$ cat src/rtl/sram2rw_arbiter.sv
// ---------------------------------------------------------------------------
// sram2rw_arbiter
//
// Round-robin arbiter sharing one two-port (2RW) SRAM macro among NREQ
// requesters. Up to two requests are granted per cycle, one per macro port.
// A port-2 candidate that would collide with the port-1 grant (same address,
// at least one write) is skipped. Read data returns exactly one cycle after
// the grant, steered back to the requester that issued the read.
//
// Ports
//   clock, reset_n       clock; asynchronous active-low reset
//   req_valid/ready/we   per-requester handshake and direction (1 = write)
//   req_addr/req_wdata   packed per-requester address / write data
//   resp_valid/rdata     per-requester read-return strobe and packed data
//   sram_csb*/web*/oeb*  macro port controls, active-low
//   sram_a*/sram_i*      macro port address / write data
//   sram_o*              macro port read data (registered inside the macro)
// ---------------------------------------------------------------------------
module sram2rw_arbiter #(
  parameter int NREQ   = 4,
  parameter int ADDR_W = 4,
  parameter int DATA_W = 4
) (
  input  logic                     clock,
  input  logic                     reset_n,
  input  logic [NREQ-1:0]          req_valid,
  output logic [NREQ-1:0]          req_ready,
  input  logic [NREQ-1:0]          req_we,
  input  logic [NREQ*ADDR_W-1:0]   req_addr,
  input  logic [NREQ*DATA_W-1:0]   req_wdata,
  output logic [NREQ-1:0]          resp_valid,
  output logic [NREQ*DATA_W-1:0]   resp_rdata,
  output logic                     sram_csb1,
  output logic                     sram_csb2,
  output logic                     sram_web1,
  output logic                     sram_web2,
  output logic                     sram_oeb1,
  output logic                     sram_oeb2,
  output logic [ADDR_W-1:0]        sram_a1,
  output logic [ADDR_W-1:0]        sram_a2,
  output logic [DATA_W-1:0]        sram_i1,
  output logic [DATA_W-1:0]        sram_i2,
  input  logic [DATA_W-1:0]        sram_o1,
  input  logic [DATA_W-1:0]        sram_o2
);

  localparam int IDX_W = (NREQ > 1) ? $clog2(NREQ) : 1;

  // (base + k) mod NREQ for base < NREQ and k < NREQ; works for any NREQ,
  // not only powers of two.
  function automatic logic [IDX_W-1:0] wrap_inc(input logic [IDX_W-1:0] base,
                                                input int               k);
    int s;
    s = int'(base) + k;
    if (s >= NREQ) s = s - NREQ;
    return IDX_W'(s);
  endfunction

  // Unpacked views of the packed request buses.
  logic [ADDR_W-1:0] addr_a  [NREQ];
  logic [DATA_W-1:0] wdata_a [NREQ];

  for (genvar gi = 0; gi < NREQ; gi++) begin : g_unpack
    assign addr_a[gi]  = req_addr[gi*ADDR_W +: ADDR_W];
    assign wdata_a[gi] = req_wdata[gi*DATA_W +: DATA_W];
  end

  // State
  logic [IDX_W-1:0] rr_ptr_q,   rr_ptr_d;
  logic             tag1_vld_q, tag1_vld_d;
  logic             tag2_vld_q, tag2_vld_d;
  logic [IDX_W-1:0] tag1_id_q,  tag1_id_d;
  logic [IDX_W-1:0] tag2_id_q,  tag2_id_d;

  // Arbitration
  logic             g1_vld, g2_vld;
  logic [IDX_W-1:0] g1_idx, g2_idx;
  logic [IDX_W-1:0] cand;
  logic             g1_act, g2_act;
  logic             g1_we,  g2_we;

  always_comb begin
    // NOTE: every variable gets a default before any conditional assignment,
    // so no path leaves a value unassigned and no latch is inferred.
    g1_vld = 1'b0;
    g1_idx = '0;
    g2_vld = 1'b0;
    g2_idx = '0;
    cand   = '0;
    for (int k = 0; k < NREQ; k++) begin
      cand = wrap_inc(rr_ptr_q, k);
      if (req_valid[cand]) begin
        if (!g1_vld) begin
          g1_vld = 1'b1;
          g1_idx = cand;
        end else if (!g2_vld &&
                     !((addr_a[cand] == addr_a[g1_idx]) &&
                       (req_we[cand] || req_we[g1_idx]))) begin
          // A hazarding candidate is passed over and stays pending; the
          // scan keeps looking for a later, non-conflicting requester.
          g2_vld = 1'b1;
          g2_idx = cand;
        end
      end
    end
  end

  // Grants are suppressed combinationally while reset is asserted.
  assign g1_act = g1_vld & reset_n;
  assign g2_act = g2_vld & reset_n;
  assign g1_we  = req_we[g1_idx];
  assign g2_we  = req_we[g2_idx];

  always_comb begin
    req_ready = '0;
    if (g1_act) req_ready[g1_idx] = 1'b1;
    if (g2_act) req_ready[g2_idx] = 1'b1;
  end

  // Macro port drive; an idle port is fully deselected with zeroed buses.
  assign sram_csb1 = ~g1_act;
  assign sram_web1 = ~(g1_act &  g1_we);
  assign sram_oeb1 = ~(g1_act & ~g1_we);
  assign sram_a1   = g1_act ? addr_a[g1_idx] : '0;
  assign sram_i1   = (g1_act & g1_we) ? wdata_a[g1_idx] : '0;

  assign sram_csb2 = ~g2_act;
  assign sram_web2 = ~(g2_act &  g2_we);
  assign sram_oeb2 = ~(g2_act & ~g2_we);
  assign sram_a2   = g2_act ? addr_a[g2_idx] : '0;
  assign sram_i2   = (g2_act & g2_we) ? wdata_a[g2_idx] : '0;

  // Next state: pointer moves just past the last requester served this cycle.
  always_comb begin
    rr_ptr_d = rr_ptr_q;
    if (g2_act)      rr_ptr_d = wrap_inc(g2_idx, 1);
    else if (g1_act) rr_ptr_d = wrap_inc(g1_idx, 1);

    tag1_vld_d = g1_act & ~g1_we;
    tag2_vld_d = g2_act & ~g2_we;
    tag1_id_d  = g1_idx;
    tag2_id_d  = g2_idx;
  end

  // NOTE: sequential state uses non-blocking assignments so every register
  // samples the pre-edge values regardless of statement order.
  always_ff @(posedge clock or negedge reset_n) begin
    if (!reset_n) begin
      rr_ptr_q   <= '0;
      tag1_vld_q <= 1'b0;
      tag2_vld_q <= 1'b0;
      tag1_id_q  <= '0;
      tag2_id_q  <= '0;
    end else begin
      rr_ptr_q   <= rr_ptr_d;
      tag1_vld_q <= tag1_vld_d;
      tag2_vld_q <= tag2_vld_d;
      tag1_id_q  <= tag1_id_d;
      tag2_id_q  <= tag2_id_d;
    end
  end

  // Read return: the macro already registers its output, so data is passed
  // straight through to the tagged requester. The two tags can never name
  // the same requester because each requester wins at most one port.
  always_comb begin
    resp_valid = '0;
    resp_rdata = '0;
    if (tag1_vld_q) begin
      resp_valid[tag1_id_q]                    = 1'b1;
      resp_rdata[tag1_id_q*DATA_W +: DATA_W]   = sram_o1;
    end
    if (tag2_vld_q) begin
      resp_valid[tag2_id_q]                    = 1'b1;
      resp_rdata[tag2_id_q*DATA_W +: DATA_W]   = sram_o2;
    end
  end

endmodule

$ cat config.mk
export PLATFORM = sky130hd
export DESIGN_NAME = sram2rw_arbiter
export DESIGN_NICKNAME = d
export VERILOG_FILES = /design/src/rtl/sram2rw_arbiter.sv
export SDC_FILE = /design/constraint.sdc
export NUM_CORES = 1
export LEC_CHECK = 0
export CORE_MARGIN = 2
export CORE_UTILIZATION = 29
export DETAILED_ROUTE_END_ITERATION = 10
export GPL_TIMING_DRIVEN = 0
export SKIP_CTS_REPAIR_TIMING = 1
export SLEW_MARGIN = 20
export SYNTH_ARGS = -nofsm -noshare
export SYNTH_HDL_FRONTEND = slang
export SYNTH_SLANG_ARGS = --single-unit
$ cat constraint.sdc
create_clock -name clock -period 6.3 [get_ports clock]
set_input_delay 0.63 -clock clock [delete_from_list [all_inputs] [get_ports clock]]
set_output_delay 0.63 -clock clock [all_outputs]
set_load 0.005 [all_outputs]
# --- After elaboration in Yosys (flattened, before gate mapping) ---
# Index checks and enable logic that the tools add are counted.
classes:
  n_addsub: 13
  magnitude_cmp: 29
  eq_ne: 3
  shift: 4
  muxes: 110
  bitwise: 25
  n_reduce_logical: 17
ops:
  columns: ["cell", "count"]
  rows:
  - ["4-bit 2-to-1 mux", 28]
  - ["4-bit binary-select mux with 2-bit select", 10]
  - ["4-bit negator with 34-bit output", 2]
  - ["4-bit by 34-bit variable shift with 16-bit output, first input constant", 2]
  - ["4-bit by 34-bit indexed part select with 16-bit output", 2]
  - ["2-bit 2-to-1 mux", 24]
  - ["3-bit greater-or-equal comparator, second input constant", 13]
  - ["2-bit by 3-bit less-than comparator with 1-bit output, second input constant", 11]
  - ["16-bit 2-to-1 mux", 2]
  - ["1-bit 2-to-1 mux", 29]
  - ["1-bit binary-select mux with 2-bit select", 12]
  - ["2-bit NOT with 3-bit output", 8]
  - ["16-bit AND", 1]
  - ["16-bit bitwise mux", 1]
  - ["4-bit == test", 3]
  - ["2-bit by 1-bit subtractor with 2-bit output, second input constant", 6]
  - ["2-bit by 1-bit adder with 3-bit output, second input constant", 3]
  - ["1-bit logical AND", 9]
  - ["1-bit demux with 2-bit select", 4]
  - ["2-bit by 1-bit greater-or-equal comparator with 1-bit output, second input constant", 4]
  - ["1-bit NOT", 8]
  - ["4-bit bitwise OR", 2]
  - ["2-bit by 2-bit adder with 3-bit output, second input constant", 2]
  - ["1-bit AND", 6]
  - ["4 further kinds", 9]
word_totals:
  reg_bits: 8
  input_bits: 50
  output_inout_bits: 46
  wordCells: 206

# --- Logic depth before layout (Yosys ltp) ---
depth:
  depth_word: 30
  mapped_depth: 23
  ltp_nobuf: 16

# --- Worst setup path after synthesis ---
# OpenSTA, ideal clock, no wires.
synth_timing:
  path_kind: "register to output"
  start: "register rr_ptr_q[0]"
  end: "output port sram_i2[0]"
  arrival_ns: 4.966
  t_required_ns: 5.670
  setup_slack_ns: 0.704
  path_stages_with_launch: 20
  n_path_buf: 6
  cell_sequence: "dfrtp_1 -> buf_4 -> buf_8 -> buf_4 -> buf_2 -> clkbuf_1 -> a21oi_1 -> o21ai_0 -> ha_1 -> buf_1 -> inv_1 -> mux4_2 -> xnor2_1 -> o311ai_1 -> o31ai_2 -> mux2i_1 -> nor2_8 -> inv_4 -> mux4_2 -> a2111oi_2"
synth_between:
  elab_chain_len: 29
  word_cells_on_any_way: 109
  classes_between: "add/sub: 7; order compare: 4; eq/ne: 3; mux: 74; bitwise: 9; reduce/logical: 12"
synth_rtl:
  columns: ["item", "line", "source"]
  rows:
  - ["from (decl)", "69", "logic [IDX_W-1:0] rr_ptr_q, rr_ptr_d;"]
  - ["from (signal assigned)", "155", "rr_ptr_q <= rr_ptr_d;"]
  - ["2-bit by 3-bit greater-or-equal comparator with 1-bit output or 2-bit by 1-bit subtractor with 2-bit output (tied branches)", "55", "if (s >= NREQ) s = s - NREQ;"]
  - ["2-bit 2-to-1 mux", "55", null]
  - ["1-bit binary-select mux with 2-bit select", "92", "if (req_valid[cand]) begin"]
  - ["1-bit 2-to-1 mux (implied by the code)", "92", null]
  - ["2-bit 2-to-1 mux", "92", null]
  - ["2-bit NOT with 3-bit output (implied by the code)", "97", "!((addr_a[cand] == addr_a[g1_idx]) &&"]
  - ["4-bit binary-select mux with 2-bit select", "97", null]
  - ["4-bit 2-to-1 mux (implied by the code) (2 in series)", "97", null]
  - ["[11 not listed]", null, null]
  - ["1-bit logical AND", "96", "end else if (!g2_vld &&"]
  - ["2-bit 2-to-1 mux", "96", null]
  - ["2-bit 2-to-1 mux", "93", "if (!g1_vld) begin"]
  - ["2-bit 2-to-1 mux", "92", null]
  - ["2-bit NOT with 3-bit output (implied by the code)", "131", "assign sram_i2 = (g2_act & g2_we) ? wdata_a[g2_idx] : '0;"]
  - ["4-bit binary-select mux with 2-bit select", "131", null]
  - ["4-bit 2-to-1 mux (implied by the code) (2 in series)", "131", null]
  - ["4-bit 2-to-1 mux *", "131", null]
  - ["to (decl)", "42", "output logic [DATA_W-1:0] sram_i2,"]
# Every way passes the cells marked *; elsewhere a longest branch is shown, timed or not. The select of a mux whose other input is x is not followed.

# --- Worst setup path in the final report ---
layout_timing:
  start: "input port req_valid[2]"
  end: "output port req_ready[1]"
layout_between:
  elab_chain_len: 28
  word_cells_on_any_way: 85
  classes_between: "order compare: 4; eq/ne: 3; mux: 58; bitwise: 6; reduce/logical: 14"
layout_rtl:
  columns: ["item", "line", "source"]
  rows:
  - ["from (decl)", "26", "input logic [NREQ-1:0] req_valid,"]
  - ["1-bit binary-select mux with 2-bit select", "92", null]
  - ["1-bit 2-to-1 mux (implied by the code)", "92", null]
  - ["2-bit 2-to-1 mux", "92", null]
  - ["2-bit NOT with 3-bit output (implied by the code)", "97", null]
  - ["4-bit binary-select mux with 2-bit select", "97", null]
  - ["4-bit 2-to-1 mux (implied by the code) (2 in series)", "97", null]
  - ["4-bit == test", "97", null]
  - ["1-bit logical AND", "97", null]
  - ["[12 not listed]", null, null]
  - ["2-bit 2-to-1 mux *", "92", null]
  - ["named net g2_idx[1]", "77", "logic [IDX_W-1:0] g1_idx, g2_idx;"]
  - ["2-bit by 3-bit less-than comparator with 1-bit output (implied by the code) or 2-bit by 1-bit greater-or-equal comparator with 1-bit output (tied branches)", "117", "if (g2_act) req_ready[g2_idx] = 1'b1;"]
  - ["1-bit logical AND (implied by the code)", "117", null]
  - ["1-bit 2-to-1 mux (implied by the code)", "117", null]
  - ["1-bit demux with 2-bit select *", "117", null]
  - ["4-bit bitwise OR (no source line) *", null, null]
  - ["4-bit 2-to-1 mux *", "117", null]
  - ["to (decl)", "27", "output logic [NREQ-1:0] req_ready,"]
# The timed path passes the listed nets; every way through them passes the cells marked *. The select of a mux whose other input is x is not followed.

==> impl_metrics.env <==
export IMPL_status="completed"
export IMPL_finalClockSkew_ns=0.00126
export IMPL_p_int_mw=1.08
export IMPL_crit_start="req_valid[2]"
export IMPL_antenna_found_initial=0
export IMPL_crit_family="buffers and inverters"
export IMPL_grt_overflow=0
export IMPL_r2r_cells=19
export IMPL_grt_pass1_wl_um=17600
export IMPL_first_global_vias=3460
export IMPL_place_area_mm2=0.00422
export IMPL_seq_power_share=0.049
export IMPL_crit_slowest_cell="clkdlybuf4s50_1"
export IMPL_fill_cells=1034
export IMPL_worst_pin_slew_ns=0.899
export IMPL_p_per_area_mw_per_mm2=511
export IMPL_reg2reg_from="rr_ptr_q[0]"
export IMPL_crit_path_start_kind="input port"
export IMPL_fin_hold_ws_ns=0.725
export IMPL_synthCells=376
export IMPL_cts_htree_levels=1
export IMPL_critPathBufInv=6
export IMPL_sw_frac_of_total=0.520
export IMPL_power_total_mw=2.26
export IMPL_final_hold_viol_count=0
export IMPL_synth_top_family_by_area="multiplexers"
export IMPL_drtIter0Drc=151
export IMPL_cpPeakStageDelay_ns=0.54
export IMPL_dieArea_mm2=0.0115
export IMPL_routed_wl_um=11100
export IMPL_crit_fanout=10
export IMPL_area_growth_pct=42.6
export IMPL_async_flop_share=1.00
export IMPL_start_util=0.299
export IMPL_synth_compound_area_share=0.277
export IMPL_worst_setup_path_end_kind="primary output"
export IMPL_r2r_slack_ns=1.62
export IMPL_post_place_ws_ns=-0.818
export IMPL_final_setup_worst_slack_ns=0.168
export IMPL_setup_viol=0
export IMPL_synth_xor_area_frac=0.0254
export IMPL_grt_max_degree=11
export IMPL_gp_congestion=0.884
export IMPL_drt_vias_per_instance=5.77
export IMPL_cts_inserted_buffers=3
export IMPL_nNetsFinal=543
export IMPL_combPwrFrac=0.925
export IMPL_track_usage=0.186
export IMPL_p_switching_mw=1.18
export IMPL_ir_worst_vdd_mv=0.229
export IMPL_synthMuxAreaShare=0.300
export IMPL_cp_arrival_ns=5.50
export IMPL_leakagePower_nw=1.76
export IMPL_yosysWarningCount=0
export IMPL_hold_class="in2async"
export IMPL_synth_adder_area_share=0.0597
export IMPL_path_cells="clkdlybuf4s50_1 -> buf_4 -> mux2_4 -> nand2_4 -> o21ai_0 -> ha_2 -> inv_4 -> mux4_2 -> xnor2_1 -> o311ai_1 -> o31ai_4 -> buf_4 -> and3_1 -> nor4_1 -> a21bo_2 -> clkbuf_4 -> or2_2 -> o22ai_1 -> clkdlybuf4s50_1"
export IMPL_synth_area_mm2=0.00310
export IMPL_fmax_ghz=0.163
export IMPL_fin_tns_setup_ns=0
export IMPL_syn_nets=440
export IMPL_numClockSinks=8
export IMPL_drcViolationCount=0
export IMPL_first_pass_iters=4
export IMPL_port_buffers=95
export IMPL_pin_count=96
export IMPL_ys_ff_latch=8
export IMPL_drt_antenna_violating_nets=0
export IMPL_clkPwrFrac=0.026
export IMPL_seq_area_frac_synth=0.0645
export IMPL_cts_root_buf="clkbuf_8"
export IMPL_yosys_most_used_dff="dfrtp_1"
export IMPL_fin_crit_sh=0.973
export IMPL_cp_required_ns=5.67
export IMPL_vias=3535
export IMPL_clk_pin_slew_ns=0.04
export IMPL_cap_violations=0
export IMPL_rows=37
export IMPL_synth_distinct_cells=68
export IMPL_reg2reg_to="rr_ptr_q[0]"
export IMPL_dpl_hpwl_um=8650
export IMPL_slew_viol_final=0
export IMPL_design_area_mm2=0.00443
export IMPL_synth_simple_area_share=0.202
export IMPL_crit_type="in2out"
export IMPL_fp_dieW_um=107
export IMPL_diodes=0
export IMPL_syn_area_per_cell_um2=8.25
export IMPL_design_core_area_mm2=0.0104
export IMPL_slew_headroom=0.399
export IMPL_routedWlPerCell_um=18.1
export IMPL_synth_edf_count=0
export IMPL_drive_gt1_frac=0.176
export IMPL_insertion_delay_ns=0.22
export IMPL_die_y_um=107
export IMPL_cts_tree="built"
export IMPL_cts_path_max_buffers=2
export IMPL_period_minus_slack_ns=6.13
-- flip-flops by register name, indices dropped and copies added, names as in the netlist --
register    flops
tag2_id_q       2
tag2_vld_q      1
tag1_id_q       2
rr_ptr_q        2
tag1_vld_q      1
-- worst max path at each step --
stage,slack [ns],to,cells after the start
2_1_floorplan,0.70,sram_i2[0],19
3_3_place_gp,-0.81,sram_i2[3],18
3_5_place_dp,-0.82,sram_i2[1],18
4_1_cts,-1.04,sram_i2[1],20
5_1_grt,-0.03,req_ready[1],19
6_report,0.17,req_ready[1],19
-- cell type report --
| cell class | count | area [um2] | area share |
|---|---|---|---|
| clock buffers | 3 | 41.3 | 0.00933 |
| inverters | 22 | 87.6 | 0.0198 |
| repair buffers | 100 | 998 | 0.226 |
| multi-input cells | 321 | 2770 | 0.627 |
| well taps | 136 | 170 | 0.0385 |
| plain buffers | 23 | 154 | 0.0348 |
| flip-flops and latches | 8 | 201 | 0.0455 |
-- per-layer routing --
metal / global-route usage / wire, um
met1: 0.247 / 4960
met2: 0.320 / 5520
met3: 0.0212 / 533
met4: 0.0476 / 108
met5: 0 / 0
-- cell usage after synthesis (4+ instances only) --
cell type / number / area (um2)
mux2_2: 13 / 146
buf_4: 4 / 30.0
and3_1: 8 / 50.1
a211oi_1: 20 / 150
buf_2: 7 / 35.0
mux2i_1: 37 / 370
inv_1: 20 / 75.1
or3_1: 4 / 25.0
nand3_1: 10 / 50.1
dfrtp_1: 8 / 200
o22ai_1: 6 / 37.5
a22o_1: 19 / 166
mux4_2: 17 / 383
a21oi_1: 18 / 90.1
ha_1: 14 / 175
xnor2_1: 6 / 52.6
o21ai_0: 19 / 95.1
nor2_1: 21 / 78.8
nand2_1: 26 / 97.6
a2111oi_2: 4 / 60.1
nand2b_1: 6 / 37.5
clkbuf_1: 10 / 37.5
nor3_1: 10 / 50.1
-- cell usage in the layout, fill, tap and decap left out, types with 4 or more instances in the layout --
cell / instances
clkdlybuf4s50_1: 91
a211oi_1: 20
dfrtp_1: 7
ha_1: 13
mux2_2: 13
inv_1: 19
dlymetal6s2s_1: 4
or3_1: 4
o22ai_1: 6
buf_4: 9
o21ai_0: 19
xnor2_1: 6
clkbuf_1: 6
nor3_1: 9
a22o_1: 19
nand2_1: 26
nor2_1: 20
nand2b_1: 6
and3_1: 8
mux4_2: 17
mux2i_1: 36
a21oi_1: 17
nand3_1: 10
-- kinds of logic (layout without fill, tap and decap cells) --
| group | after synthesis | in the layout |
|---|---|---|
| fa+ha+maj | 15 | 15 |
| compound gates | 115 | 115 |
| buf+inv | 47 | 148 |
| simple gates | 113 | 113 |
| mux | 69 | 69 |
| xor+xnor | 9 | 9 |
| flops | 8 | 8 |
-- power groups by stage --
stage	logic, mW	clock network [mW]	registers, mW
after global placement	1.91	0	0.108
after CTS	1.94	0.0611	0.109
after floorplan	1.34	0	0.0995
final	2.09	0.0594	0.110
after detailed placement	1.93	0	0.109
after global routing	2.25	0.0630	0.115
-- per-stage QoR --
step | instances | util
2_1_floorplan | 376 | -
4_1_cts | 610 | 0.411
3_3_place_gp | 607 | 0.407
5_1_grt | 613 | 0.427
6_report | 613 | 0.427
3_5_place_dp | 607 | 0.407
(Power assumes the default switching activity.)
